$ cat config.mk
export PLATFORM = sky130hd
export DESIGN_NAME = counter_down_load_timer_flat
export DESIGN_NICKNAME = d
export VERILOG_FILES = /design/src/rtl/counter_down_load_timer_if.sv /design/src/rtl/counter_down_load_timer.sv /design/src/flat_wrapper.sv
export SDC_FILE = /design/constraint.sdc
export NUM_CORES = 1
export LEC_CHECK = 0
export CAP_MARGIN = 20
export CORE_MARGIN = 5
export CORE_UTILIZATION = 55
export DETAILED_ROUTE_END_ITERATION = 8
export DONT_BUFFER_PORTS = 1
export HOLD_SLACK_MARGIN = 0.05
export PLACE_DENSITY = 0.73
export SKIP_LAST_GASP = 1
export SYNTH_ARGS = -nofsm -noshare
export SYNTH_HDL_FRONTEND = slang
export SYNTH_SLANG_ARGS = --single-unit
$ cat constraint.sdc
create_clock -name CLK -period 2 [get_ports CLK]
set_clock_uncertainty 0.05 [all_clocks]
set_input_delay 0.4 -clock CLK [delete_from_list [all_inputs] [get_ports CLK]]
set_output_delay 0.4 -clock CLK [all_outputs]
set_load 0.01 [all_outputs]
$ cat src/rtl/counter_down_load_timer_if.sv
// Control and status bundle for the loadable down-counter/timer.
// master drives load/enable/mode, slave (the timer) returns count and flags.
interface counter_down_load_timer_if #(
    parameter int N = 8
);
    logic [N-1:0] DATA;
    logic         LOAD;
    logic         EN;
    logic         PERIODIC;
    logic [N-1:0] O;
    logic         COUT;
    logic         TC;
    logic         BUSY;

    modport master (
        output DATA, LOAD, EN, PERIODIC,
        input  O, COUT, TC, BUSY
    );

    modport slave (
        input  DATA, LOAD, EN, PERIODIC,
        output O, COUT, TC, BUSY
    );
endinterface

$ cat src/rtl/counter_down_load_timer.sv
// Loadable N-bit down-counter/timer. Counts a loaded period down to zero,
// pulses TC on the terminal step, then either stops (one-shot) or reloads
// the period (periodic). COUT is the borrow of O-1, i.e. O == 0.
module counter_down_load_timer #(
    parameter int N = 8
) (
    input  logic                           CLK,
    input  logic                           ASYNCRESET,
    counter_down_load_timer_if.slave       bus
);
    typedef enum logic {IDLE, RUN} state_t;

    localparam logic [N-1:0] ONE = N'(1);

    state_t       state;
    logic [N-1:0] count;
    logic [N-1:0] reload;
    logic         mode;
    logic         tc;

    // Timer FSM: load has priority over counting; count only moves in RUN,
    // so it never decrements from zero and never wraps to all-ones.
    always_ff @(posedge CLK or posedge ASYNCRESET) begin
        if (ASYNCRESET) begin
            state  <= IDLE;
            count  <= '0;
            reload <= '0;
            mode   <= 1'b0;
            tc     <= 1'b0;
        end else if (bus.LOAD) begin
            count  <= bus.DATA;
            reload <= bus.DATA;
            mode   <= bus.PERIODIC;
            tc     <= 1'b0;
            state  <= (bus.DATA != '0) ? RUN : IDLE;
        end else begin
            tc <= 1'b0;
            case (state)
                IDLE: ;
                RUN: begin
                    if (bus.EN) begin
                        if (count == ONE) begin
                            tc <= 1'b1;
                            if (mode) begin
                                count <= reload;
                            end else begin
                                count <= '0;
                                state <= IDLE;
                            end
                        end else begin
                            count <= count - ONE;
                        end
                    end
                end
                default: state <= IDLE;
            endcase
        end
    end

    // Outputs: count, TC and BUSY come straight from flops; COUT decodes O.
    assign bus.O    = count;
    assign bus.TC   = tc;
    assign bus.BUSY = (state == RUN);
    assign bus.COUT = (count == '0);

endmodule
$ cat src/flat_wrapper.sv
// flat-port wrapper written by rule: the top's interface ports become plain ports
module counter_down_load_timer_flat 
#(
    parameter int N = 8
)
  (CLK, ASYNCRESET, bus_DATA, bus_LOAD, bus_EN, bus_PERIODIC, bus_O, bus_COUT, bus_TC, bus_BUSY);
  counter_down_load_timer_if #(.N(N)) bus_i ();
  input  logic CLK;
  input  logic ASYNCRESET;
  input wire logic [$bits(bus_i.DATA)-1:0] bus_DATA;
  input wire logic [$bits(bus_i.LOAD)-1:0] bus_LOAD;
  input wire logic [$bits(bus_i.EN)-1:0] bus_EN;
  input wire logic [$bits(bus_i.PERIODIC)-1:0] bus_PERIODIC;
  output wire logic [$bits(bus_i.O)-1:0] bus_O;
  output wire logic [$bits(bus_i.COUT)-1:0] bus_COUT;
  output wire logic [$bits(bus_i.TC)-1:0] bus_TC;
  output wire logic [$bits(bus_i.BUSY)-1:0] bus_BUSY;
  assign bus_i.DATA = bus_DATA;
  assign bus_i.LOAD = bus_LOAD;
  assign bus_i.EN = bus_EN;
  assign bus_i.PERIODIC = bus_PERIODIC;
  assign bus_O = bus_i.O;
  assign bus_COUT = bus_i.COUT;
  assign bus_TC = bus_i.TC;
  assign bus_BUSY = bus_i.BUSY;
  counter_down_load_timer #(.N(N)) u_core (.CLK(CLK), .ASYNCRESET(ASYNCRESET), .bus(bus_i));
endmodule
Word level (Yosys, flattened, before mapping)

Cells that the tools add are included.

Output and inout port bits: 11
Bits in registers: 19
Logic and storage cells: 27

Add/subtract/negate cells: 1
Equal/unequal tests: 1
Multiplexer cells: 15
Reduce and logical (&&, ||, !) cells: 5

Operators with widths:

| kind                                              | count |
|---|---|
| two-way mux 8 bit                                 | 5 |
| two-way mux 1 bit                                 | 10 |
| == test 8 x 1 -> 1 bit (second input constant)    | 1 |
| zero test 8 bit                                   | 1 |
| nonzero test 8 bit                                | 1 |
| subtractor 8 x 1 -> 8 bit (second input constant) | 1 |
| nonzero test 2 bit                                | 2 |
| AND reduction 2 bit                               | 1 |

Longest topological paths before layout

Gate-level depths: netlist of run 1.

Depth after elaboration: 5
Depth in mapped cells: 7
Depth with buffers taken out: 6

Worst setup path after synthesis of run 1

Ideal clock, no wire load.

Kind: register to register
From: register u_core.count[1], in the netlist u_core.bus.O[1]
To: register u_core.count[7], in the netlist u_core.bus.O[7]
Library setup time: 0.121 ns
Setup slack: 0.078 ns
Required time: 1.829 ns
Data arrival time: 1.751 ns
Clock period less this slack: 1.922 ns
Stages on the path, launching flop included: 5
Cells stage by stage: dfrtp_1 or4_4 or4_4 o21a_1 o22a_1

Word-level cells in the longest chain between the ends: 5
Elaborated cells on any way between the ends: 6
Classes of those cells: add/sub: 1; eq/ne: 1; mux: 4

Ends and longest elaborated chain:

| item                                                                       | line                                                         | text |
|---|---|---|
| start, declared                                                            | counter_down_load_timer.sv:16                                | `logic [N-1:0] count;` |
| start signal, assigned                                                     | counter_down_load_timer.sv:31                                | `count <= bus.DATA;` |
| start signal, assigned                                                     | counter_down_load_timer.sv:45                                | `count <= reload;` |
| start signal, assigned                                                     | counter_down_load_timer.sv:51                                | `count <= count - ONE;` |
| subtractor 8 x 1 -> 8 bit / == test 8 x 1 -> 1 bit (equally long branches) | counter_down_load_timer.sv:51, counter_down_load_timer.sv:42 |  |
| two-way mux 8 bit (*)                                                      | counter_down_load_timer.sv:42                                | `if (count == ONE) begin` |
| two-way mux 8 bit (*)                                                      | counter_down_load_timer.sv:41                                | `if (bus.EN) begin` |
| two-way mux 8 bit (*)                                                      | counter_down_load_timer.sv:38                                | `case (state)` |
| two-way mux 8 bit (*)                                                      | counter_down_load_timer.sv:30                                | `end else if (bus.LOAD) begin` |

Mark *: on every way between the ends. The rest lies on a longest branch, timed or not. The select of a mux whose other input is x is not followed.
A chain may end at the register's enable or synchronous reset.

Worst setup path after layout of run 1

From: register u_core.count[3], in the netlist u_core.bus.O[3]
To: output bus_COUT

Word-level cells in the longest chain between the ends: 1

Ends and longest elaborated chain:

| item            | line                          | text |
|---|---|---|
| zero test 8 bit | counter_down_load_timer.sv:64 | `assign bus.COUT = (count == '0);` |
| end, declared   | flat_wrapper.sv:15            | `output wire logic [$bits(bus_i.COUT)-1:0] bus_COUT;` |

No other way between the ends.

==> impl_metrics.py, run 1 <==
metrics = {
    "sta": {
        "hold_viol_final": 0,
        "fmax_mhz": 507,
        "fin_tns_setup_ps": 0,
        "rsz0062_at_grt": "yes",
        "finalSetupViolations": 0,
        "finalCriticalPeriod_ps": 1970,
        "finalCritPeriodShare_pct": 98.6,
        "worst_pin_slew_ps": 723,
        "slew_viol_final": 0,
        "maxSlewHeadroom_pct": 51.8,
    },
    "cells_and_area": {
        "design_area_sq_um": 1220,
        "n_antenna_cell": 0,
        "syn_to_final_growth_pct": 11.4,
        "fin_cells": 147,
        "fin_util_pct": 63.6,
        "layout.nets": 137,
        "drive_gt1_share_pct": 21.7,
    },
    "critical_path": {
        "critPathSlowestCell": "dfrtp_1",
        "crit_top_cell": "buf_4",
        "critical_path.max_fanout": 6,
        "cp-start-kind": "flip-flop",
        "cp_top_family": "simple AND/OR/NAND/NOR gates",
        "required_ps": 1550,
        "endpoint_kind": "output pin",
        "crit_type": "flip-flop to output pin",
        "worstPathArrival_ps": 1520,
        "crit_chain": "buf_4 > nor4_4 > buf_4 > and4_1",
        "cp_slowest_stage_delay_ps": 420,
        "crit_buf_inv": 2,
    },
    "synthesis": {
        "synth_seq_area_share_pct": 43.3,
        "yosysTopAreaCellShare_pct": 43.3,
        "ys.flop_type": "dfrtp_1",
        "synthMostInstantiatedCell": "dfrtp_1",
        "synth_area_leader_cell": "dfrtp_1",
        "synth_nets": 128,
        "ys_async_sr_fraction_pct": 100,
        "synth-edff-count": 0,
        "synth_commonest_cells": "dfrtp_1, inv_1, nor2_1",
        "synth_area_sq_um": 1100,
        "ys_warn_count": 0,
        "avgSynthCellArea_sq_um": 9.80,
        "synth-seq-cells": 19,
        "syn_inst": 112,
        "yosys-top-cells-area": "dfrtp_1, mux2_2, ha_1, o21ai_0, a21o_1",
        "synth_cell_types": 39,
    },
    "placement": {
        "hpwlAfterDp_mm": 1.97,
        "place_area_sq_um": 1160,
        "port-buffer-count": 0,
        "gp_congestion": 0.836,
        "dp_cells": 140,
    },
    "global_route": {
        "grt_use_total_pct": 21.3,
        "grt_pass1_wl_mm": 4.57,
        "grt_pass1_vias": 965,
        "grt_max_degree": 27,
        "antenna_found_initial": 0,
        "grt-ovfl-total": 0,
    },
    "cts": {
        "cts_max_path_buffers": 2,
        "cts_tree": "built",
        "clock-root-buffer": "clkbuf_4",
        "numCtsBuffers": 3,
        "clk_pin_slew_ps": 110,
        "htreeDepth": 1,
        "ctsHoldBuffers": 0,
        "clk_latency_ps": 310,
        "cts_sinks": 19,
    },
    "power": {
        "ir_drop_v": 0.000558,
        "p_leak_nw": 0.520,
        "p_per_area_nw_per_um2": 713,
    },
    "drt": {
        "wl_per_cell_microns": 18.8,
        "met2_length_mm": 1.28,
        "vias": 931,
        "wl_met1_mm": 1.18,
        "avgViaCountPerCell": 6.33,
        "drcViolationCount": 0,
        "drtIter0Drc": 45,
        "drt_pre_antenna_iters": 4,
        "wl_mm": 2.76,
        "wl_met3_microns": 257,
        "drtAntennaViolNets": 0,
        "top_layer": "met4",
    },
    "floorplanning": {
        "core_sq_um": 1920,
        "fp-row-count": 16,
        "die_w_microns": 54.7,
        "die_h_microns": 54.7,
        "initial_utilization_pct": 57.1,
        "die_area_sq_um": 2990,
        "ios": 24,
    },
    "flow_run": {
        "max_cap_violations": 0,
    },
    "outcome": {
        "status": "finished, final reports clean",
    },
    "min_path": {
        "hold_path.class": "input port to asynchronous set/reset pin",
    },
}
## final timing paths
check                      slack (ps)                      endpoint                         start  cells past startpoint
setup / recovery                   30                      bus_COUT   u_core.bus.O[3]$_DFFE_PP0P_                      4
hold / removal                     30  u_core.reload[3]$_DFFE_PP0P_                    ASYNCRESET                      1
setup reg to reg                   40   u_core.bus.O[7]$_DFFE_PP0P_   u_core.bus.O[1]$_DFFE_PP0P_                      4
hold reg to reg                   440  u_core.reload[4]$_DFFE_PP0P_  u_core.reload[4]$_DFFE_PP0P_                      1
max in group asynchronous        1370   u_core.bus.O[6]$_DFFE_PP0P_                    ASYNCRESET                      1
min in group CLK                  150       u_core.mode$_DFFE_PP0P_                  bus_PERIODIC                      1
## registers in the layout, indices dropped and copies added, names as in the netlist
signal and count:
u_core.reload 8, u_core.bus.BUSY 1, u_core.bus.O 8, u_core.mode 1, u_core.bus.TC 1
## layout by cell type (no fill, tap or decap), types with 2 or more instances in the layout
master     n
and2_1     3
clkbuf_4   3
a22o_1     2
inv_1      8
a21o_1     4
mux2_2     5
buf_4      9
o21a_1     2
o21ai_0    5
or4_4      2
nand4_1    4
nor2b_1    3
or4_1      2
o211ai_1   3
and4_1     3
nor2_1     8
dfrtp_1   18
ha_1       3
nand2_1    3
a21oi_1    4
a31oi_1    3
## cell type report
type / count / area, sq um
Clock buffer: 4 / 26.3
Tap cell: 27 / 33.8
Multi-Input combinational cell: 80 / 588
Timing Repair Buffer: 9 / 67.6
Fill cell: 185 / 699
Inverter: 8 / 30.0
Sequential cell: 19 / 477
## per-stage QoR
| step | hold WS [ps] | setup WS, ps | power (mW) |
|---|---|---|---|
| 3_5_place_dp | 401 | 60.8 | 0.654 |
| 3_3_place_gp | 392 | 93.6 | 0.648 |
| 4_1_cts | 61.1 | 40.7 | 0.858 |
| 2_1_floorplan | 301 | 77.7 | 0.599 |
| 6_report | 33.6 | 28.5 | 0.872 |
| 5_1_grt | 99.8 | -8.87 | 0.919 |
## logic make-up after synthesis
group	count (synthesis)	synth area share (%)
and+or+nand+nor	36	20.3
AOI/OAI and AO/OA	35	22.6
DFF	19	43.3
buffers and inverters	13	4.45
muxes	5	5.13
adders and majority gates	3	3.42
xor gates and xnor gates	1	0.798
## metal layers
layer,vias up,global-route usage [%]
met2,49,32.3
li1,442,-
met5,-,0
met4,0,8.30
met3,5,4.90
met1,435,29.2
## where the power goes
part	leakage, nW	switching [mW]	internal, mW
logic	0.282	0.0993	0.0929
clock network	0.0150	0.127	0.0780
registers	0.223	0.0517	0.424
## what timing repair did
item                                    in CTS  in global routing
setup buffers                                1                  2
gates resized for setup                      1                  3
endpoints found under the setup margin       1                  4
pin swaps                                    0                  1
(Power assumes the default switching activity.)
==> inputs of run 2 (changes only) <==
==> constraint.sdc (replaced) <==
create_clock -name CLK -period 2 [get_ports CLK]
set_clock_uncertainty 0.05 [all_clocks]
set_input_delay 0.3 -clock CLK [delete_from_list [all_inputs] [get_ports CLK]]
set_output_delay 0.3 -clock CLK [all_outputs]
set_load 0.01 [all_outputs]
==> impl_metrics.py, run 2 (synthesized netlist as in run 1, its figures left out) <==
metrics = {
    "critical_path": {
        "crit_buf_inv": 0,
        "cp_top_family": "simple AND/OR/NAND/NOR gates",
        "critPathSlowestCell": "or4_4",
        "required_ps": 2150,
        "cp-start-kind": "flip-flop",
        "r2r-start": "u_core.bus.O[1]$_DFFE_PP0P_",
        "critical_path.max_fanout": 5,
        "crit_chain": "or4_4 > or4_4 > o21a_1 > o22a_1",
        "crit_type": "flip-flop to flip-flop",
        "endpoint_kind": "flip-flop",
        "cp_slowest_stage_delay_ps": 560,
        "crit_start": "u_core.bus.O[1]$_DFFE_PP0P_",
        "worstPathArrival_ps": 2110,
        "crit_top_cell": "or4_4",
    },
    "drt": {
        "vias": 946,
        "drcViolationCount": 0,
        "wl_per_cell_microns": 18.7,
        "avgViaCountPerCell": 6.39,
        "drt_pre_antenna_iters": 4,
        "drtAntennaViolNets": 0,
        "drtIter0Drc": 35,
        "wl_mm": 2.77,
    },
    "sta": {
        "finalCriticalPeriod_ps": 1950,
        "rsz0062_at_grt": "yes",
        "hold_viol_final": 0,
        "finalCritPeriodShare_pct": 97.7,
        "worst_pin_slew_ps": 726,
        "maxSlewHeadroom_pct": 51.5,
        "finalSetupViolations": 0,
        "slew_viol_final": 0,
        "fmax_mhz": 512,
    },
    "min_path": {
        "worstHoldStart": "bus_PERIODIC",
        "hold_path.class": "input port to flip-flop",
    },
    "global_route": {
        "antenna_found_initial": 0,
        "grt_pass1_wl_mm": 4.69,
        "grt_pass1_vias": 980,
        "grt-ovfl-total": 0,
        "grt_use_total_pct": 22.0,
        "grt_max_degree": 26,
    },
    "outcome": {
        "status": "finished, final reports clean",
    },
    "cells_and_area": {
        "drive_gt1_share_pct": 20.7,
        "final_cell_mix": "dfrtp_1, inv_1, nor2_1, buf_4",
        "nFillCells": 183,
        "fin_util_pct": 63.8,
        "design_area_sq_um": 1230,
        "layout.nets": 138,
        "syn_to_final_growth_pct": 11.7,
        "final_common_cell": "dfrtp_1",
        "n_antenna_cell": 0,
    },
    "cts": {
        "numCtsBuffers": 3,
        "htreeDepth": 1,
        "clk_pin_slew_ps": 110,
        "cts_sinks": 19,
        "cts_max_path_buffers": 2,
        "cts_tree": "built",
        "clock-root-buffer": "clkbuf_4",
        "clk_latency_ps": 310,
    },
    "placement": {
        "port-buffer-count": 0,
        "place_area_sq_um": 1160,
        "hpwlAfterDp_mm": 1.97,
        "gp_congestion": 0.836,
    },
    "power": {
        "power.total_uw": 869,
        "p_leak_nw": 0.521,
        "p_per_area_nw_per_um2": 709,
        "ir_drop_v": 0.000562,
    },
    "floorplanning": {
        "ios": 24,
        "core_sq_um": 1920,
        "die_w_microns": 54.7,
        "initial_utilization_pct": 57.1,
        "die_area_sq_um": 2990,
        "die_h_microns": 54.7,
        "fp-row-count": 16,
    },
    "flow_run": {
        "max_cap_violations": 0,
    },
}
## run 2: final cells by class
class	count	area, sq um	area share (%)
Clock buffer	4	26.3	2.14
Inverter	8	30.0	2.45
Multi-Input combinational cell	80	579	47.2
Sequential cell	19	477	38.9
Tap cell	27	33.8	2.76
Timing Repair Buffer	10	80.1	6.53
## run 2: power breakdown
part | leakage (nW) | internal, mW | switching [mW] | total [mW]
Sequential | 0.223 | 0.424 | 0.0470 | 0.470
Clock | 0.0150 | 0.0780 | 0.126 | 0.204
Combinational | 0.283 | 0.0939 | 0.101 | 0.195
Total | 0.521 | 0.595 | 0.274 | 0.869
## run 2: stage by stage
stage	worst slack [ps]	hold WS (ps)	TNS, ps	instances
finish	46.7	53.6	0	148
global route	-32.2	54.1	-36.1	148
CTS	40.7	50.7	0	146
detailed placement	60.8	301	0	140
global placement	93.6	292	0	140
floorplan	77.7	201	0	112
## run 2: final timing paths
| kind | to | cells past startpoint | slack, ps |
|---|---|---|---|
| min in group asynchronous | u_core.reload[3]$_DFFE_PP0P_ | 2 | 490 |
| max in group asynchronous | u_core.bus.O[6]$_DFFE_PP0P_ | 2 | 910 |
| hold / removal | u_core.mode$_DFFE_PP0P_ | 1 | 50 |
| setup reg to reg | u_core.bus.O[7]$_DFFE_PP0P_ | 4 | 50 |
| setup / recovery | u_core.bus.O[7]$_DFFE_PP0P_ | 4 | 50 |
| hold reg to reg | u_core.reload[4]$_DFFE_PP0P_ | 1 | 440 |
## run 2: what timing repair did
item | CTS | global route
hold buffers | 2 | 0
setup buffers | 0 | 2
gates resized for setup | 0 | 3
endpoints found under the setup margin | 0 | 3
hold endpoints to repair | 21 | 0
## run 2: per-layer routing
| layer | global-route usage, % | share of wire [%] |
|---|---|---|
| met1 | 29.2 | 43 |
| met2 | 33.9 | 45 |
| met3 | 4.90 | 11 |
| met4 | 9.54 | 1.5 |
| met5 | 0 | 0 |
==> inputs of run 3 (changes only) <==
--- a/config.mk
+++ b/config.mk
@@ -6,7 +6,7 @@
 export NUM_CORES = 1
 export LEC_CHECK = 0
 export CAP_MARGIN = 20
-export CORE_MARGIN = 5
+export CORE_MARGIN = 2
 export CORE_UTILIZATION = 55
 export DETAILED_ROUTE_END_ITERATION = 8
 export DONT_BUFFER_PORTS = 1
==> constraint.sdc (replaced) <==
create_clock -name CLK -period 2 [get_ports CLK]
set_clock_uncertainty 0.05 [all_clocks]
set_input_delay 0.4 -clock CLK [delete_from_list [all_inputs] [get_ports CLK]]
set_output_delay 0.4 -clock CLK [all_outputs]
set_load 0.01 [all_outputs]
==> impl_metrics.py, run 3 (synthesized netlist as in run 1, its figures left out) <==
metrics = {
    "outcome": {
        "status": "finished, final reports clean",
    },
    "floorplanning": {
        "initial_utilization_pct": 57.1,
        "fp-row-count": 16,
        "die_w_microns": 48.7,
        "ios": 24,
        "core_sq_um": 1920,
        "die_area_sq_um": 2370,
        "die_h_microns": 48.7,
    },
    "critical_path": {
        "rrSetupSlack_ps": 40,
        "endpoint_kind": "flip-flop",
        "reg2reg_to": "u_core.bus.O[7]$_DFFE_PP0P_",
        "worstPathArrival_ps": 2110,
        "required_ps": 2150,
        "cp-start-kind": "flip-flop",
        "critical_path.max_fanout": 5,
        "crit_buf_inv": 0,
        "cp_top_family": "simple AND/OR/NAND/NOR gates",
        "crit_top_cell": "or4_4",
        "crit_chain": "or4_4 > or4_4 > o21a_1 > o22a_1",
        "crit_type": "flip-flop to flip-flop",
        "critPathSlowestCell": "or4_4",
        "cp_slowest_stage_delay_ps": 560,
        "ff2ff_path_depth": 4,
        "r2r-start": "u_core.bus.O[1]$_DFFE_PP0P_",
        "crit_start": "u_core.bus.O[1]$_DFFE_PP0P_",
    },
    "drt": {
        "wl_met1_mm": 1.17,
        "wl_mm": 2.65,
        "avgViaCountPerCell": 6.45,
        "drtAntennaViolNets": 0,
        "drcViolationCount": 0,
        "wl_per_cell_microns": 17.9,
        "drtIter0Drc": 58,
        "wl_met3_microns": 237,
        "met2_length_mm": 1.22,
        "drt_pre_antenna_iters": 4,
        "top_layer": "met4",
        "vias": 954,
    },
    "power": {
        "sequentialPowerShare_pct": 54.2,
        "p_clk_share_pct": 22.6,
        "p_leak_nw": 0.527,
        "power_frac_comb_pct": 23.2,
        "p_per_area_nw_per_um2": 703,
        "power.total_uw": 869,
        "p_int_uw": 598,
        "ir_drop_v": 0.000408,
        "swShare_pct": 31.2,
        "p_switching_uw": 271,
    },
    "global_route": {
        "grt-ovfl-total": 0,
        "grt_pass1_vias": 896,
        "antenna_found_initial": 0,
        "grt_pass1_wl_mm": 4.35,
        "grt_use_total_pct": 23.6,
        "grt_max_degree": 27,
    },
    "sta": {
        "holdWs_ps": 41.1,
        "rsz0062_at_grt": "yes",
        "finalCritPeriodShare_pct": 98.0,
        "slew_viol_final": 0,
        "maxSlewHeadroom_pct": 51.7,
        "finalSetupViolations": 0,
        "worst_pin_slew_ps": 723,
        "finalCriticalPeriod_ps": 1960,
        "hold_viol_final": 0,
        "fmax_mhz": 510,
    },
    "cells_and_area": {
        "layout.nets": 138,
        "final_cell_mix": "dfrtp_1, buf_4, inv_1, nor2_1, o21ai_0",
        "n_antenna_cell": 0,
        "nFillCells": 164,
        "syn_to_final_growth_pct": 12.5,
        "final_common_cell": "dfrtp_1",
        "drive_gt1_share_pct": 22.3,
    },
    "cts": {
        "ctsHoldBuffers": 0,
        "cts_sinks": 19,
        "clk_latency_ps": 300,
        "clock-root-buffer": "clkbuf_4",
        "htreeDepth": 1,
        "cts_tree": "built",
        "clk_pin_slew_ps": 110,
        "cts_max_path_buffers": 2,
        "numCtsBuffers": 3,
    },
    "flow_run": {
        "max_cap_violations": 0,
    },
    "placement": {
        "gp_congestion": 0.911,
        "port-buffer-count": 0,
        "hpwlAfterDp_mm": 1.89,
    },
    "min_path": {
        "hold_path.class": "input port to asynchronous set/reset pin",
    },
}
[run 3: changes by cell type in the layout (fill, tap and decap cells not counted), sizes merged]
cell and change:
buf +2, dlygate4sd3 -2
[run 3: layer usage]
metal	up-vias	GRT usage, %
met2	57	34.7
met1	456	35.9
met5	-	0
li1	437	-
met4	0	4.29
met3	4	5.86
[run 3: cell type report]
class                           count  area (sq um)  share of cell area [%]
Inverter                            8          30.0                    2.43
Clock buffer                        4          26.3                    2.13
Timing Repair Buffer               10          78.8                    6.38
Tap cell                           27          33.8                    2.74
Multi-Input combinational cell     80           591                    47.8
Sequential cell                    19           475                    38.5
[run 3: power by group through the flow]
stage	registers (mW)	logic, mW	clock network (mW)
2_1_floorplan	0.477	0.123	0
3_3_place_gp	0.471	0.180	0
3_5_place_dp	0.474	0.183	0
4_1_cts	0.468	0.186	0.196
5_1_grt	0.476	0.223	0.228
6_report	0.471	0.202	0.197
[run 3: worst max path at each step]
stage / endpoint / slack [ps] / depth (start not counted)
6_report: u_core.bus.O[7]$_DFFE_PP0P_ / 40 / 4
5_1_grt: u_core.bus.O[6]$_DFFE_PP0P_ / -30 / 6
4_1_cts: bus_COUT / 2 / 4
3_5_place_dp: u_core.bus.O[7]$_DFFE_PP0P_ / 70 / 4
3_3_place_gp: u_core.bus.O[7]$_DFFE_PP0P_ / 90 / 4
2_1_floorplan: u_core.bus.O[7]$_DFFE_PP0P_ / 80 / 4
[run 3: worst register-to-register path, cell delays in order, from the launching register on]
cell	delay (ps)
dfrtp_1	440
or4_4	560
or4_4	430
o21a_1	180
o22a_1	200
[run 3: stage by stage]
step,area (sq um),setup TNS (ps),worst slack [ps],util (%),instances
after global routing,1230,-31.3,-26.9,64.3,148
after floorplan,1100,0,77.7,-,112
after detailed placement,1170,0,66.0,61.0,142
after global placement,1170,0,90.4,61.0,142
final,1230,0,39.5,64.3,148
after CTS,1200,0,1.88,62.7,146
[run 3: what timing repair did]
item / in CTS / in global routing
resized for setup: 1 / 3
endpoints found under the setup margin: 1 / 3
setup buffers: 0 / 2
pin swaps: 0 / 1
